**src/rtl/m_spi_arbiter_pkg.sv**
```systemverilog
// Shared definitions for the SPI requester arbiter: SPI IP register map,
// STATUS bit positions, controller state encodings and the default CONTROL value.
package m_spi_arbiter_pkg;

  // SPI IP register addresses
  localparam logic [2:0] ADDR_RXDATA  = 3'd0;
  localparam logic [2:0] ADDR_TXDATA  = 3'd1;
  localparam logic [2:0] ADDR_STATUS  = 3'd2;
  localparam logic [2:0] ADDR_CONTROL = 3'd3;
  localparam logic [2:0] ADDR_SSMASK  = 3'd4;

  // STATUS bits: 4 and 5 together mean the transmitter can take a byte,
  // 6 means a received byte is waiting
  localparam int STAT_TMT_BIT  = 4;
  localparam int STAT_TRDY_BIT = 5;
  localparam int STAT_RRDY_BIT = 6;

  localparam logic [7:0] CTRL_ON_DEFAULT = 8'h8B;
  localparam logic [7:0] CTRL_OFF        = 8'h00;

  typedef enum logic [3:0] {
    ST_IDLE, ST_ARB, ST_WR_SS, ST_WR_CTL, ST_POLL_TX,
    ST_WR_TX, ST_POLL_RX, ST_RD_RX, ST_WR_OFF, ST_DONE
  } arb_state_t;

  typedef enum logic [2:0] {
    RIO_IDLE, RIO_W1, RIO_W2, RIO_R1, RIO_R2, RIO_R3, RIO_R4
  } rio_state_t;

  // Slave-select mask with only the granted requester's bit set
  function automatic logic [7:0] ss_mask(input logic [2:0] idx);
    ss_mask = 8'd1 << idx;
  endfunction

endpackage

```
**src/rtl/m_spi_arbiter_if.sv**
```systemverilog
// Register-access bus between the arbiter and the SPI IP.
interface m_spi_arbiter_if;
  logic       tx_en;
  logic [2:0] waddr;
  logic [7:0] wdata;
  logic       rx_en;
  logic [2:0] raddr;
  logic [7:0] rdata;

  modport master (output tx_en, waddr, wdata, rx_en, raddr, input rdata);
  modport slave  (input tx_en, waddr, wdata, rx_en, raddr, output rdata);
endinterface

```
**src/rtl/m_spi_arbiter_regio.sv**
```systemverilog
// m_spi_regio: sequences one SPI IP register access per start pulse.
// Write: strobe cycle, then idle cycle. Read: strobe, wait, sample, evaluate.
// busy is high from the cycle after start until the access has finished.
module m_spi_regio
  import m_spi_arbiter_pkg::*;
(
  input  logic            I_CLK,
  input  logic            I_RESETN,
  input  logic            start,
  input  logic            is_write,
  input  logic [2:0]      addr,
  input  logic [7:0]      wdata,
  output logic            busy,
  output logic [7:0]      rdata,
  m_spi_arbiter_if.master bus
);

  rio_state_t state_reg, state_next;
  logic [2:0] addr_reg;
  logic [7:0] wdata_reg;
  logic [7:0] rdata_reg;

  // access sequencer state register
  always_ff @(posedge I_CLK or negedge I_RESETN) begin
    if (!I_RESETN) state_reg <= RIO_IDLE;
    else           state_reg <= state_next;
  end

  // fixed-length walk through the write or read cycle sequence
  always_comb begin
    state_next = state_reg;
    case (state_reg)
      RIO_IDLE: if (start) state_next = is_write ? RIO_W1 : RIO_R1;
      RIO_W1:   state_next = RIO_W2;
      RIO_W2:   state_next = RIO_IDLE;
      RIO_R1:   state_next = RIO_R2;
      RIO_R2:   state_next = RIO_R3;
      RIO_R3:   state_next = RIO_R4;
      RIO_R4:   state_next = RIO_IDLE;
      default:  state_next = RIO_IDLE;
    endcase
  end

  // capture the command on start and the read data on the sample cycle
  always_ff @(posedge I_CLK or negedge I_RESETN) begin
    if (!I_RESETN) begin
      addr_reg  <= '0;
      wdata_reg <= '0;
      rdata_reg <= '0;
    end else begin
      if (state_reg == RIO_IDLE && start) begin
        addr_reg  <= addr;
        wdata_reg <= wdata;
      end
      if (state_reg == RIO_R3) rdata_reg <= bus.rdata;
    end
  end

  // address/data are only presented alongside their strobe, zero otherwise
  assign bus.tx_en = (state_reg == RIO_W1);
  assign bus.waddr = bus.tx_en ? addr_reg  : 3'd0;
  assign bus.wdata = bus.tx_en ? wdata_reg : 8'd0;
  assign bus.rx_en = (state_reg == RIO_R1);
  assign bus.raddr = bus.rx_en ? addr_reg  : 3'd0;
  assign busy      = (state_reg != RIO_IDLE);
  assign rdata     = rdata_reg;

endmodule

```
**src/rtl/m_spi_arbiter.sv**
```systemverilog
// m_spi_arbiter: round-robin arbiter that runs one complete SPI byte
// transfer (select, enable, poll, send, poll, receive, disable) per grant.
// Optional macro SPI_ARB_TIMEOUT_EN bounds each poll loop to 255 reads and
// adds the err output, high during the done pulse of a timed-out transfer.
module m_spi_arbiter
  import m_spi_arbiter_pkg::*;
#(
  parameter int         NREQ    = 4,
  parameter logic [7:0] CTRL_ON = CTRL_ON_DEFAULT
) (
  input  logic              I_CLK,
  input  logic              I_RESETN,
  input  logic [NREQ-1:0]   req,
  input  logic [8*NREQ-1:0] req_data,
  output logic [NREQ-1:0]   gnt,
  output logic [NREQ-1:0]   done,
  output logic [7:0]        rx_data,
  output logic              O_TX_EN,
  output logic [2:0]        O_WADDR,
  output logic [7:0]        O_WDATA,
  output logic              O_RX_EN,
  output logic [2:0]        O_RADDR,
`ifdef SPI_ARB_TIMEOUT_EN
  output logic              err,
`endif
  input  logic [7:0]        I_RDATA
);

  localparam int IW = (NREQ > 1) ? $clog2(NREQ) : 1;

  arb_state_t      state_reg, state_next;
  logic [IW-1:0]   ptr_reg, idx_reg, arb_idx, cand;
  logic [NREQ-1:0] gnt_reg;
  logic [7:0]      tx_byte_reg, rx_data_reg;
  logic            issued_reg, issued_next;
  logic            arb_found, bus_state, step_done, poll_to, tx_ok, rx_ok;
  logic            io_start, io_write, io_busy;
  logic [2:0]      io_addr;
  logic [7:0]      io_wdata, io_rdata;
  logic [7:0]      req_byte [NREQ];

  m_spi_arbiter_if spi_bus ();

  for (genvar gi = 0; gi < NREQ; gi++) begin : g_slice
    assign req_byte[gi] = req_data[8*gi +: 8];
  end

  // round-robin search starting one past the last served requester
  always_comb begin
    arb_found = 1'b0;
    arb_idx   = ptr_reg;
    cand      = '0;
    for (int k = 1; k <= NREQ; k++) begin
      cand = IW'((int'(ptr_reg) + k) % NREQ);
      if (!arb_found && req[cand]) begin
        arb_found = 1'b1;
        arb_idx   = cand;
      end
    end
  end

  assign tx_ok = io_rdata[STAT_TRDY_BIT] && io_rdata[STAT_TMT_BIT];
  assign rx_ok = io_rdata[STAT_RRDY_BIT];

  // transfer sequencing: each bus state issues one access and advances when it ends
  always_comb begin
    state_next = state_reg;
    io_write   = 1'b0;
    io_addr    = ADDR_RXDATA;
    io_wdata   = 8'h00;
    bus_state  = 1'b1;
    step_done  = issued_reg && !io_busy;
    case (state_reg)
      ST_IDLE: begin
        bus_state = 1'b0;
        if (|req) state_next = ST_ARB;
      end
      ST_ARB: begin
        bus_state  = 1'b0;
        state_next = arb_found ? ST_WR_SS : ST_IDLE;
      end
      ST_WR_SS: begin
        io_write = 1'b1;
        io_addr  = ADDR_SSMASK;
        io_wdata = ss_mask(3'(idx_reg));
        if (step_done) state_next = ST_WR_CTL;
      end
      ST_WR_CTL: begin
        io_write = 1'b1;
        io_addr  = ADDR_CONTROL;
        io_wdata = CTRL_ON;
        if (step_done) state_next = ST_POLL_TX;
      end
      ST_POLL_TX: begin
        io_addr = ADDR_STATUS;
        if (step_done) begin
          if (tx_ok)        state_next = ST_WR_TX;
          else if (poll_to) state_next = ST_WR_OFF;
        end
      end
      ST_WR_TX: begin
        io_write = 1'b1;
        io_addr  = ADDR_TXDATA;
        io_wdata = tx_byte_reg;
        if (step_done) state_next = ST_POLL_RX;
      end
      ST_POLL_RX: begin
        io_addr = ADDR_STATUS;
        if (step_done) begin
          if (rx_ok)        state_next = ST_RD_RX;
          else if (poll_to) state_next = ST_WR_OFF;
        end
      end
      ST_RD_RX: begin
        io_addr = ADDR_RXDATA;
        if (step_done) state_next = ST_WR_OFF;
      end
      ST_WR_OFF: begin
        io_write = 1'b1;
        io_addr  = ADDR_CONTROL;
        io_wdata = CTRL_OFF;
        if (step_done) state_next = ST_DONE;
      end
      ST_DONE: begin
        bus_state  = 1'b0;
        state_next = ST_IDLE;
      end
      default: begin
        bus_state  = 1'b0;
        state_next = ST_IDLE;
      end
    endcase
    io_start    = bus_state && !issued_reg;
    issued_next = bus_state && !step_done;
  end

  // controller state, grant bookkeeping and data capture
  always_ff @(posedge I_CLK or negedge I_RESETN) begin
    if (!I_RESETN) begin
      state_reg   <= ST_IDLE;
      issued_reg  <= 1'b0;
      ptr_reg     <= IW'(NREQ - 1);
      idx_reg     <= '0;
      gnt_reg     <= '0;
      tx_byte_reg <= '0;
      rx_data_reg <= '0;
    end else begin
      state_reg  <= state_next;
      issued_reg <= issued_next;
      if (state_reg == ST_ARB && arb_found) begin
        idx_reg     <= arb_idx;
        gnt_reg     <= NREQ'(1) << arb_idx;
        tx_byte_reg <= req_byte[arb_idx];
      end
      if (state_reg == ST_RD_RX && step_done) rx_data_reg <= io_rdata;
      if (state_reg == ST_DONE) begin
        gnt_reg <= '0;
        ptr_reg <= idx_reg;
      end
    end
  end

`ifdef SPI_ARB_TIMEOUT_EN
  logic [7:0] poll_cnt_reg;
  logic       err_reg;
  logic       poll_miss;

  assign poll_miss = step_done && ((state_reg == ST_POLL_TX && !tx_ok) ||
                                   (state_reg == ST_POLL_RX && !rx_ok));
  // the 255th consecutive miss is the one seen with 254 already counted
  assign poll_to   = (poll_cnt_reg == 8'd254);

  // count consecutive failed polls; a timeout marks the transfer as errored
  always_ff @(posedge I_CLK or negedge I_RESETN) begin
    if (!I_RESETN) begin
      poll_cnt_reg <= '0;
      err_reg      <= 1'b0;
    end else begin
      if (state_reg == ST_ARB) err_reg <= 1'b0;
      if (poll_miss) begin
        if (poll_to) begin
          poll_cnt_reg <= '0;
          err_reg      <= 1'b1;
        end else begin
          poll_cnt_reg <= poll_cnt_reg + 8'd1;
        end
      end else if (step_done) begin
        poll_cnt_reg <= '0;
      end
    end
  end

  assign err = err_reg && (state_reg == ST_DONE);
`else
  assign poll_to = 1'b0;
`endif

  m_spi_regio u_regio (
    .I_CLK    (I_CLK),
    .I_RESETN (I_RESETN),
    .start    (io_start),
    .is_write (io_write),
    .addr     (io_addr),
    .wdata    (io_wdata),
    .busy     (io_busy),
    .rdata    (io_rdata),
    .bus      (spi_bus)
  );

  assign spi_bus.rdata = I_RDATA;
  assign O_TX_EN       = spi_bus.tx_en;
  assign O_WADDR       = spi_bus.waddr;
  assign O_WDATA       = spi_bus.wdata;
  assign O_RX_EN       = spi_bus.rx_en;
  assign O_RADDR       = spi_bus.raddr;
  assign gnt           = gnt_reg;
  assign done          = (state_reg == ST_DONE) ? gnt_reg : '0;
  assign rx_data       = rx_data_reg;

endmodule

```
**config.mk**
```make
export PLATFORM = sky130hd
export DESIGN_NAME = m_spi_arbiter
export DESIGN_NICKNAME = d
export VERILOG_FILES = /design/src/rtl/m_spi_arbiter_pkg.sv /design/src/rtl/m_spi_arbiter_if.sv /design/src/rtl/m_spi_arbiter_regio.sv /design/src/rtl/m_spi_arbiter.sv
export SDC_FILE = /design/constraint.sdc
export NUM_CORES = 1
export LEC_CHECK = 0
export CORE_ASPECT_RATIO = 2
export CORE_MARGIN = 3
export CORE_UTILIZATION = 40
export DETAILED_ROUTE_END_ITERATION = 16
export PLACE_DENSITY = 0.8
export SLEW_MARGIN = 20
export SYNTH_ARGS = -nofsm -noshare
export SYNTH_HDL_FRONTEND = slang
export SYNTH_SLANG_ARGS = --single-unit
export TNS_END_PERCENT = 1
```
**constraint.sdc**
```tcl
create_clock -name I_CLK -period 2.15 [get_ports I_CLK]
set_clock_uncertainty 0.1 [all_clocks]
set_input_delay 0.215 -clock I_CLK [delete_from_list [all_inputs] [get_ports I_CLK]]
set_output_delay 0.215 -clock I_CLK [all_outputs]
set_load 0.02 [all_outputs]
```
==> flow_metrics.py, run 1 <==
metrics = {
    "sta": {
        "setup_viol": 0,
        "final_max_slew_viol_count": 0,
        "fmax_mhz": 485.8,
        "tightestPinTransition_ns": 0.8368,
        "holdWs_ns": 0.3570,
        "relSlewSlack_pct": 44.21,
        "finalCritPeriodShare_pct": 95.74,
        "tns_ns": 0,
        "hold_violations": 0,
        "rsz0062_at_grt": "no",
        "min_period_ns": 2.058,
    },
    "grt": {
        "grt_pass1_vias": 2397,
        "grt_max_degree": 39,
        "grt_use_total_pct": 18.95,
        "grt-ovfl-total": 0,
        "antenna_found_initial": 0,
        "grt_pass1_wl_mm": 11.71,
    },
    "critical_path": {
        "cp_top_family": "flip-flops",
        "arrival_ns": 2.13,
        "max_stage_delay_ns": 0.60,
        "cp-start-kind": "register",
        "crit_slowest_cell": "dfstp_2",
        "critPathKind": "register to register",
        "rr_worst_depth": 6,
        "cp.depth": 6,
        "worstPathRequired_ns": 2.23,
        "worstPathCellList": "nand2b_4, a21oi_4, nor3_4, buf_12, mux2_1, a221o_1",
        "end_kind": "register",
        "cp_num_buf_inv": 1,
        "cp_max_fo": 11,
    },
    "hold_path": {
        "hold_class": "register to register",
        "hold_depth": 2,
    },
    "routing": {
        "vias": 2468,
        "ant_nets": 0,
        "drt_first_pass_iters": 4,
        "route.met2.wl_mm": 4.169,
        "wl_per_cell_um": 16.32,
        "met3WireLength_um": 187,
        "met1_length_mm": 2.838,
        "drc_errors": 0,
        "wirelength_mm": 7.410,
        "via_per_inst": 5.436,
        "dr.max_layer_used": "met4",
        "drtIter0Drc": 95,
    },
    "floorplan": {
        "placementRows": 42,
        "fp.dieH_um": 123.9,
        "die_area_um2": 8041,
        "initial_core_util_pct": 41.62,
        "core-area_um2": 6674,
        "die_w_um": 64.93,
        "ios": 78,
    },
    "pwr": {
        "power_mw": 4.332,
        "powerDensity_nw_per_um2": 1093,
        "pwr-share-clk_pct": 21.4,
        "ir_worst_vdd_v": 0.0005135,
        "p_seq_share_pct": 36.7,
        "switchingPower_mw": 1.536,
        "power_frac_comb_pct": 41.9,
        "p_int_mw": 2.795,
        "power.leakage_nw": 1.827,
        "swShare_pct": 35.47,
    },
    "synthesis": {
        "ys_async_sr_fraction_pct": 100.0,
        "synth_cell_types": 46,
        "syn_inst": 272,
        "synth_area_um2": 2778,
        "synth-main-ff-cell": "dfrtp_1",
        "yosysWarnings": 0,
        "syn_area_per_cell_um2": 10.21,
        "seq_area_frac_synth_pct": 46.04,
        "synth_edf_count": 0,
        "synth-seq-cells": 51,
        "syn_nets": 318,
    },
    "finish": {
        "layout_common_cells": "clkdlybuf4s50_1 (56), dfrtp_1 (49), nand2_1 (23)",
        "layout.cells.most_common": "clkdlybuf4s50_1",
        "fin_nets": 411,
        "syn_to_final_growth_pct": 42.66,
        "drive_gt1_share_pct": 19.95,
        "fill_cells": 572,
        "num_antenna_cells": 0,
        "utilization_pct": 59.37,
    },
    "cts": {
        "cts_tree": "done",
        "clockBufferDepth": 2,
        "insertion_delay_ns": 0.30,
        "cts_max_level": 2,
        "cts_root_buf": "clkbuf_16",
        "cts_buffers": 5,
        "clk_pin_slew_worst_paths_ns": 0.06,
        "clock-sinks": 51,
    },
    "place": {
        "place_hpwl_mm": 5.676,
        "portBuffers": 77,
        "place_congestion": 0.8788,
    },
    "status": {
        "status": "completed",
    },
    "job": {
        "max_cap_violations": 0,
    },
}
-- what timing repair did --
action | CTS | global route
setup endpoints to repair | 18 | 16
gates resized for setup | 18 | 8
hold endpoints to repair | 34 | 0
setup buffers | 0 | 0
hold buffers | 1 | 0
-- routing by layer --
layer  up-vias  track usage, %
met1      1200           21.35
met3        14           1.354
met4         0           10.20
met2        65           34.83
li1       1189               -
met5         -               0
-- final timing paths --
path                                           start                   end  slack [ns]
worst max-delay path                      ptr_reg[1]        tx_byte_reg[6]        0.09
min in group asynchronous                   I_RESETN      u_regio.rdata[0]        0.45
worst min register to register  u_regio.wdata_reg[5]  u_regio.wdata_reg[5]        0.36
max in group asynchronous                   I_RESETN  u_regio.wdata_reg[5]        0.84
worst min-delay path            u_regio.wdata_reg[5]  u_regio.wdata_reg[5]        0.36
worst max register to register            ptr_reg[1]        tx_byte_reg[6]        0.09
-- tightest hold or removal path, stage by stage (launching register included) --
cell     delay (ns)
dfrtp_1        0.34
nand2_1        0.05
nand2_1        0.04
-- stage by stage --
| step | std cells | setup WS (ns) | instance area, um^2 |
|---|---|---|---|
| 3_5_place_dp | 445 | -0.1044 | 3771 |
| 5_1_grt | 454 | 0.01152 | 3963 |
| 4_1_cts | 454 | -0.1026 | 3940 |
| 6_report | 454 | 0.09169 | 3963 |
| 2_1_floorplan | 272 | 0.04461 | 2784 |
| 3_3_place_gp | 445 | -0.06328 | 3771 |
-- synth_stat cells (3+ instances only) --
cell type  instances  share of area, %
nor3b_1            4               1.1
nand2_1           23               3.1
buf_2              6               1.1
buf_6              3               1.2
inv_1              7              0.95
a31oi_1            4              0.90
and2_1            18               4.1
dfrtp_1           49                44
mux2_2            19               7.7
nand3_1           11               2.0
a21o_1             4               1.1
mux2_4             6               3.2
a221o_1            9               3.2
o31ai_1           12               3.2
nor4_1             3              0.68
a21oi_1           16               2.9
nor2_1            16               2.2
o21ai_0            9               1.6
clkbuf_1           4              0.54
o211ai_1           4               1.1
nand4_1            8               1.8
nor2b_1            5               1.1
-- final cells by class --
class                   instances  area (um^2)  area share (%)
multi-input cells             198         1410           35.59
flip-flops and latches         51         1279           32.27
repair buffers                101        959.7           24.22
clock buffers                   6        138.9           3.505
well taps                      88        110.1           2.779
clock inverters                 2        35.03          0.8841
inverters                       8        30.03          0.7578
-- kinds of logic (layout without fill, tap and decap cells) --
kind of cell | after synthesis | after routing | share of synthesized area (%)
AND/OR/NAND/NOR | 104 | 104 | 20.95
flip-flops | 51 | 51 | 46.04
multiplexers | 26 | 26 | 11.35
buffers and inverters | 23 | 117 | 4.189
AO/OA/AOI/OAI | 68 | 68 | 17.48
-- power groups by stage --
stage                     sequential (mW)  combinational, mW  clock, mW
after floorplan                      1.65               1.01          0
after global placement               1.57               1.77          0
after detailed placement             1.59               1.82          0
after CTS                            1.58               1.82      0.938
after global routing                 1.63               1.97      0.972
final                                1.59               1.81      0.929
Power figures use the tool's default switching activity.
==> run 2, diff against run 1 <==
--- a/config.mk
+++ b/config.mk
@@ -9,6 +9,7 @@
 export CORE_MARGIN = 3
 export CORE_UTILIZATION = 40
 export DETAILED_ROUTE_END_ITERATION = 16
+export HOLD_SLACK_MARGIN = 0.15
 export PLACE_DENSITY = 0.8
 export SLEW_MARGIN = 20
 export SYNTH_ARGS = -nofsm -noshare
==> results of run 2 <==
Same layout as run 1: the final DEF is identical, and so are final timing and power.
